**config.mk**
```make
export PLATFORM = sky130hd
export DESIGN_NAME = cpu_core
export DESIGN_NICKNAME = d
export VERILOG_FILES = /design/src/rtl/cpu_core.sv
export SDC_FILE = /design/constraint.sdc
export NUM_CORES = 1
export LEC_CHECK = 0
export ABC_CLOCK_PERIOD_IN_PS = 4500
export CAP_MARGIN = 10
export CORE_ASPECT_RATIO = 0.5
export CORE_MARGIN = 2
export CORE_UTILIZATION = 39
export CTS_BUF_LIST = sky130_fd_sc_hd__clkbuf_8
export CTS_CLUSTER_SIZE = 40
export DETAILED_ROUTE_END_ITERATION = 10
export MAX_ROUTING_LAYER = met4
export PLACE_DENSITY = 0.68
export SLEW_MARGIN = 30
export SYNTH_ARGS = -nofsm -noshare
export SYNTH_HDL_FRONTEND = slang
export SYNTH_SLANG_ARGS = --single-unit
```
**constraint.sdc**
```tcl
create_clock -name CLK -period 4.5 [get_ports CLK]
set_clock_uncertainty 0.15 [all_clocks]
set_input_delay 0.675 -clock CLK [delete_from_list [all_inputs] [get_ports CLK]]
set_output_delay 0.675 -clock CLK [all_outputs]
set_load 0.03 [all_outputs]
```
**src/rtl/cpu_core.sv**
```systemverilog
// cpu_core: parametrised single-cycle CPU with register file, ALU, jump/branch
// and a two-state (RUN/MEM) data-memory handshake.
//
// Ports:
//   CLK            rising-edge clock
//   RESET          asynchronous active-low reset
//   INSTRUCTION    instruction at PC: OP=[31:24] D=[23:16] S1=[15:8] S2=[7:0]
//   PC             program counter (registered)
//   MEM_READ       data-memory read request (registered)
//   MEM_WRITE      data-memory write request (registered)
//   MEM_ADDR       data-memory address (registered)
//   MEM_WRITEDATA  store data (registered)
//   MEM_READDATA   load data, valid while MEM_BUSYWAIT is low
//   MEM_BUSYWAIT   memory busy; holds the core while in MEM
//
// Build option: define CPU_EXT_OPS_EN to enable bne (0x0C), sll (0x0D) and
// srl (0x0E); otherwise those opcodes behave as NOP.
module cpu_core #(
    parameter int unsigned     DATA_W     = 8,
    parameter int unsigned     REG_ADDR_W = 3,
    parameter int unsigned     PC_W       = 32,
    parameter logic [PC_W-1:0] RESET_PC   = '0
) (
    input  logic              CLK,
    input  logic              RESET,
    input  logic [31:0]       INSTRUCTION,
    output logic [PC_W-1:0]   PC,
    output logic              MEM_READ,
    output logic              MEM_WRITE,
    output logic [DATA_W-1:0] MEM_ADDR,
    output logic [DATA_W-1:0] MEM_WRITEDATA,
    input  logic [DATA_W-1:0] MEM_READDATA,
    input  logic              MEM_BUSYWAIT
);

    localparam int unsigned NREG = 1 << REG_ADDR_W;

    localparam logic [0:0] ST_RUN = 1'b0;
    localparam logic [0:0] ST_MEM = 1'b1;

    localparam logic [7:0] OP_LOADI = 8'h00;
    localparam logic [7:0] OP_MOV   = 8'h01;
    localparam logic [7:0] OP_ADD   = 8'h02;
    localparam logic [7:0] OP_SUB   = 8'h03;
    localparam logic [7:0] OP_AND   = 8'h04;
    localparam logic [7:0] OP_OR    = 8'h05;
    localparam logic [7:0] OP_J     = 8'h06;
    localparam logic [7:0] OP_BEQ   = 8'h07;
    localparam logic [7:0] OP_LWD   = 8'h08;
    localparam logic [7:0] OP_LWI   = 8'h09;
    localparam logic [7:0] OP_SWD   = 8'h0A;
    localparam logic [7:0] OP_SWI   = 8'h0B;
`ifdef CPU_EXT_OPS_EN
    localparam logic [7:0] OP_BNE   = 8'h0C;
    localparam logic [7:0] OP_SLL   = 8'h0D;
    localparam logic [7:0] OP_SRL   = 8'h0E;
`endif

    // Instruction fields
    logic [7:0]            op;
    logic [REG_ADDR_W-1:0] rd;
    logic [REG_ADDR_W-1:0] rs1;
    logic [REG_ADDR_W-1:0] rs2;
    logic [DATA_W-1:0]     imm;
    logic [PC_W-1:0]       off;
    logic                  unused_s1_hi;

    assign op           = INSTRUCTION[31:24];
    assign rd           = INSTRUCTION[16 +: REG_ADDR_W];
    assign rs1          = INSTRUCTION[8 +: REG_ADDR_W];
    assign rs2          = INSTRUCTION[0 +: REG_ADDR_W];
    assign imm          = DATA_W'(INSTRUCTION[7:0]);
    assign off          = PC_W'($signed(INSTRUCTION[23:16]));
    assign unused_s1_hi = ^INSTRUCTION[15:8];

    // State and register file
    logic [0:0]        state;
    logic [0:0]        state_next;
    logic [DATA_W-1:0] regs [NREG];

    // Combinational register reads; a same-cycle write is seen next cycle
    logic [DATA_W-1:0] rdata1;
    logic [DATA_W-1:0] rdata2;
    assign rdata1 = regs[rs1];
    assign rdata2 = regs[rs2];

    // ALU: subtract as addition of the two's complement
    logic [DATA_W-1:0] alu_sum;
    logic [DATA_W-1:0] alu_diff;
    logic              alu_zero;
    assign alu_sum  = rdata1 + rdata2;
    assign alu_diff = rdata1 + (~rdata2 + DATA_W'(1));
    assign alu_zero = (alu_diff == '0);

    logic [PC_W-1:0] pc_plus4;
    logic [PC_W-1:0] pc_target;
    assign pc_plus4  = PC + PC_W'(4);
    assign pc_target = pc_plus4 + (off << 2);

    // Next-state values
    logic [PC_W-1:0]   pc_next;
    logic              mem_read_next;
    logic              mem_write_next;
    logic [DATA_W-1:0] mem_addr_next;
    logic [DATA_W-1:0] mem_wdata_next;
    logic              reg_we;
    logic [DATA_W-1:0] reg_wdata;

    // Next-state, register-write and bus decode
    always_comb begin
        state_next     = state;
        pc_next        = PC;
        mem_read_next  = MEM_READ;
        mem_write_next = MEM_WRITE;
        mem_addr_next  = MEM_ADDR;
        mem_wdata_next = MEM_WRITEDATA;
        reg_we         = 1'b0;
        reg_wdata      = '0;

        case (state)
            ST_RUN: begin
                pc_next = pc_plus4;
                case (op)
                    OP_LOADI: begin reg_we = 1'b1; reg_wdata = imm;             end
                    OP_MOV:   begin reg_we = 1'b1; reg_wdata = rdata2;          end
                    OP_ADD:   begin reg_we = 1'b1; reg_wdata = alu_sum;         end
                    OP_SUB:   begin reg_we = 1'b1; reg_wdata = alu_diff;        end
                    OP_AND:   begin reg_we = 1'b1; reg_wdata = rdata1 & rdata2; end
                    OP_OR:    begin reg_we = 1'b1; reg_wdata = rdata1 | rdata2; end
                    OP_J:     pc_next = pc_target;
                    OP_BEQ:   if (alu_zero) pc_next = pc_target;
`ifdef CPU_EXT_OPS_EN
                    OP_BNE:   if (!alu_zero) pc_next = pc_target;
                    OP_SLL:   begin reg_we = 1'b1; reg_wdata = rdata1 << INSTRUCTION[2:0]; end
                    OP_SRL:   begin reg_we = 1'b1; reg_wdata = rdata1 >> INSTRUCTION[2:0]; end
`endif
                    // Memory ops hold PC until the access completes
                    OP_LWD, OP_LWI, OP_SWD, OP_SWI: begin
                        pc_next        = PC;
                        state_next     = ST_MEM;
                        mem_addr_next  = (op == OP_LWD || op == OP_SWD) ? rdata2 : imm;
                        mem_read_next  = (op == OP_LWD || op == OP_LWI);
                        mem_write_next = (op == OP_SWD || op == OP_SWI);
                        if (op == OP_SWD || op == OP_SWI) mem_wdata_next = rdata1;
                    end
                    default: ;
                endcase
            end
            ST_MEM: begin
                if (!MEM_BUSYWAIT) begin
                    if (MEM_READ) begin
                        reg_we    = 1'b1;
                        reg_wdata = MEM_READDATA;
                    end
                    mem_read_next  = 1'b0;
                    mem_write_next = 1'b0;
                    pc_next        = pc_plus4;
                    state_next     = ST_RUN;
                end
            end
            default: state_next = ST_RUN;
        endcase
    end

    // State, PC and bus output registers
    always_ff @(posedge CLK or negedge RESET) begin
        if (!RESET) begin
            state         <= ST_RUN;
            PC            <= RESET_PC;
            MEM_READ      <= 1'b0;
            MEM_WRITE     <= 1'b0;
            MEM_ADDR      <= '0;
            MEM_WRITEDATA <= '0;
        end else begin
            state         <= state_next;
            PC            <= pc_next;
            MEM_READ      <= mem_read_next;
            MEM_WRITE     <= mem_write_next;
            MEM_ADDR      <= mem_addr_next;
            MEM_WRITEDATA <= mem_wdata_next;
        end
    end

    // Register file
    always_ff @(posedge CLK or negedge RESET) begin
        if (!RESET) begin
            for (int i = 0; i < int'(NREG); i++) regs[i] <= '0;
        end else if (reg_we) begin
            regs[rd] <= reg_wdata;
        end
    end

endmodule

```
==> flow_summary.json <==
{
  "end_kind": "register",
  "dieWidth_um": 220,
  "status": "completed",
  "initial_core_util_pct": 39.8,
  "dr.first_iter.drc_count": 563,
  "dp_cells": 1448,
  "gp_congestion": 0.902,
  "cap_viol_max_count": 0,
  "crit_end": "PC[31]",
  "worstPathRequired_ns": 4.69,
  "setup_viol": 0,
  "synth_seq_area_share_pct": 31.1,
  "synthCells": 1008,
  "clk_pin_slew_ns": 0.08,
  "die-area_um2": 24700,
  "drtAntennaViolNets": 0,
  "min_period_over_period_pct": 97.2,
  "syn-cell-area_um2": 9100,
  "r2r-end": "PC[31]",
  "hold_viol_final": 0,
  "finalHoldWorstSlack_ns": 0.0796,
  "grt_usage_pct": 22.9,
  "post-place-ws_ns": -0.729,
  "fmax_mhz": 229,
  "numCtsBuffers": 17,
  "power_leakage_uw": 0.00524,
  "reg2reg_depth": 15,
  "antenna_found_initial": 0,
  "dpl.hpwl_um": 19700,
  "async_reset_ff_share_pct": 100,
  "synth_edf_count": 0,
  "worstSetupStartpointType": "input port",
  "dieHeight_um": 112,
  "nNetsFinal": 1274,
  "critical_path.max_fanout": 8,
  "grt_pass1_wl_um": 43000,
  "fill_cells": 2022,
  "routed_wirelength_um": 27300,
  "clock_latency_ns": 0.47,
  "grt_pass1_vias": 8414,
  "antenna_cells": 0,
  "wl_per_cell_um": 18.3,
  "area_growth_pct": 30.6,
  "worstHoldPathType": "in -> async",
  "ir_drop_uv": 169,
  "crit_arrival_ns": 4.57,
  "crit_start": "INSTRUCTION[1]",
  "yosys_warnings": 0,
  "clockRootBuffer": "clkbuf_8",
  "worst_pin_slew_ns": 0.765,
  "r2r_setup_slack_ns": 0.24,
  "io_buffers": 85,
  "total_power_uw": 4870,
  "timing.rr.start": "PC[2]",
  "layout_min_cycle_time_ns": 4.37,
  "mostFrequentLayoutCells": "dfrtp_1, nand2_1, buf_4, a21oi_1, nor2_1",
  "clock_sinks": 113,
  "worst_slack_ns": 0.125,
  "dr.pass1.iters": 5,
  "synth_seq_cells": 113,
  "cts_hold_buf": 0,
  "rows": 39,
  "stdcell_count": 1490,
  "drv_slew": 0,
  "critPathKind": "in -> reg",
  "drc": 0,
  "avgSynthCellArea_um2": 9.03,
  "drive_gt1_share_pct": 23.4,
  "max_slew_margin_pct": 48.8,
  "synth_cell_type_count": 78,
  "post_drt_via_cell_ratio": 5.65,
  "grt_overflow_total": 0,
  "layout_commonest_cell": "dfrtp_1",
  "pwr_density_cell_nw_per_um2": 410,
  "cts_buffer_depth": 2,
  "ios": 93,
  "grt_max_degree": 70,
  "fin_util_pct": 51.9,
  "core_area_um2": 22900,
  "ys.flop_type": "dfrtp_1",
  "rsz0062_at_grt": "true",
  "htree_levels": 4,
  "tritoncts": "built",
  "num_vias": 8424
}
-- cell usage after synthesis, types with 5 or more instances --
library cell  count  share of area (%)
clkbuf_1         27                1.1
nor2_1           87                3.6
xor2_1           24                2.3
a21oi_1          94                5.2
and2_1            5               0.34
or3_1             6               0.41
o21bai_1          9               0.74
mux2_2           24                3.0
nand3_1          23                1.3
o211ai_1          8               0.66
and3_1           21                1.4
o21ai_1          11               0.60
a211oi_1          6               0.49
ha_1             58                8.0
xnor2_1          39                3.8
buf_2            16               0.88
nand2b_1          9               0.62
nor2b_1           8               0.55
dfrtp_1         113                 31
buf_4             5               0.41
a21o_1           10               0.82
nand2_1         103                4.2
mux4_2           32                7.9
a22oi_1          15                1.2
inv_1            33                1.4
nor3_1           17               0.93
or2_2             5               0.34
mux2i_1          21                2.3
nand4_1           9               0.62
o21ai_0          82                4.5
-- cell families (layout without fill, tap and decap cells) --
| group | after synthesis | in the layout | synth area share, % |
|---|---|---|---|
| adder cells (fa/ha/maj) | 61 | 61 | 8.63 |
| XOR/XNOR | 63 | 63 | 6.06 |
| other | 1 | 2 | 0.0412 |
| AO/OA/AOI/OAI | 284 | 284 | 19.5 |
| AND/OR/NAND/NOR | 319 | 319 | 17.1 |
| buffers and inverters | 90 | 264 | 4.47 |
| flip-flops | 113 | 113 | 31.1 |
| multiplexers | 77 | 77 | 13.2 |
-- registers in the layout, indices dropped and copies added, names as in the netlist --
name           cells
MEM_WRITE          1
state              1
MEM_WRITEDATA      8
MEM_READ           1
regs              64
PC                30
MEM_ADDR           8
-- critical path: stages --
cell and delay [ns]:
clkdlybuf4s50_1 0.61, buf_4 0.23, mux4_2 0.20, mux2i_1 0.07
buf_4 0.15, buf_4 0.14, ha_1 0.22, or2_2 0.33
o21ai_0 0.20, xnor2_1 0.19, and3_4 0.25, a31oi_2 0.09
or4b_4 0.58, buf_12 0.18, nor4b_4 0.21, a21o_1 0.18
a2111oi_4 0.05
-- per-layer routing --
layer / track usage [%] / wire length [um] / up-vias
met5: - / 0 / -
met4: 8.50 / 570 / 0
met3: 3.47 / 1570 / 47
met2: 36.5 / 13000 / 277
met1: 29.8 / 12200 / 4112
li1: - / - / 3988
-- power by group --
group          switching [uW]  internal, uW
combinational            1310          1120
clock                     493           627
sequential                167          1160
total                    1970          2910
-- stage by stage --
step	cell area, um2	setup TNS [ns]
after floorplan	9140	0
after global placement	10900	-25.64
after detailed placement	10900	-28.17
after CTS	11500	0
after global routing	11900	-0.0151
final	11900	0
-- layout make-up --
class                      instances  area [um2]  area share [%]
clock buffer                      18         248            2.08
clock inverter                    14         203            1.71
inverter                          34         128            1.07
multi-input combinational        806        6180            52.0
sequential                       113        2830            23.8
tap                              307         384            3.23
timing repair buffer             198        1910            16.1
-- how the worst min path moves through the flow --
stage	startpoint	to	slack, ns	cells after the start
floorplan	RESET	MEM_ADDR[0]	0.23	0
global placement	MEM_WRITEDATA[6]	MEM_WRITEDATA[6]	0.31	2
detailed placement	MEM_WRITEDATA[6]	MEM_WRITEDATA[6]	0.32	2
CTS	RESET	PC[19]	0.22	1
global route	RESET	PC[19]	0.12	1
finish	RESET	PC[7]	0.08	1
-- timing repair --
item | 4_1_cts | 5_1_grt
buffers inserted | 2 | 4
gates cloned | 1 | 3
resized for setup | 8 | 68
pin swaps | 3 | 20
setup endpoints to repair | 26 | 52
Note: power is estimated with default switching activity, not from simulation.
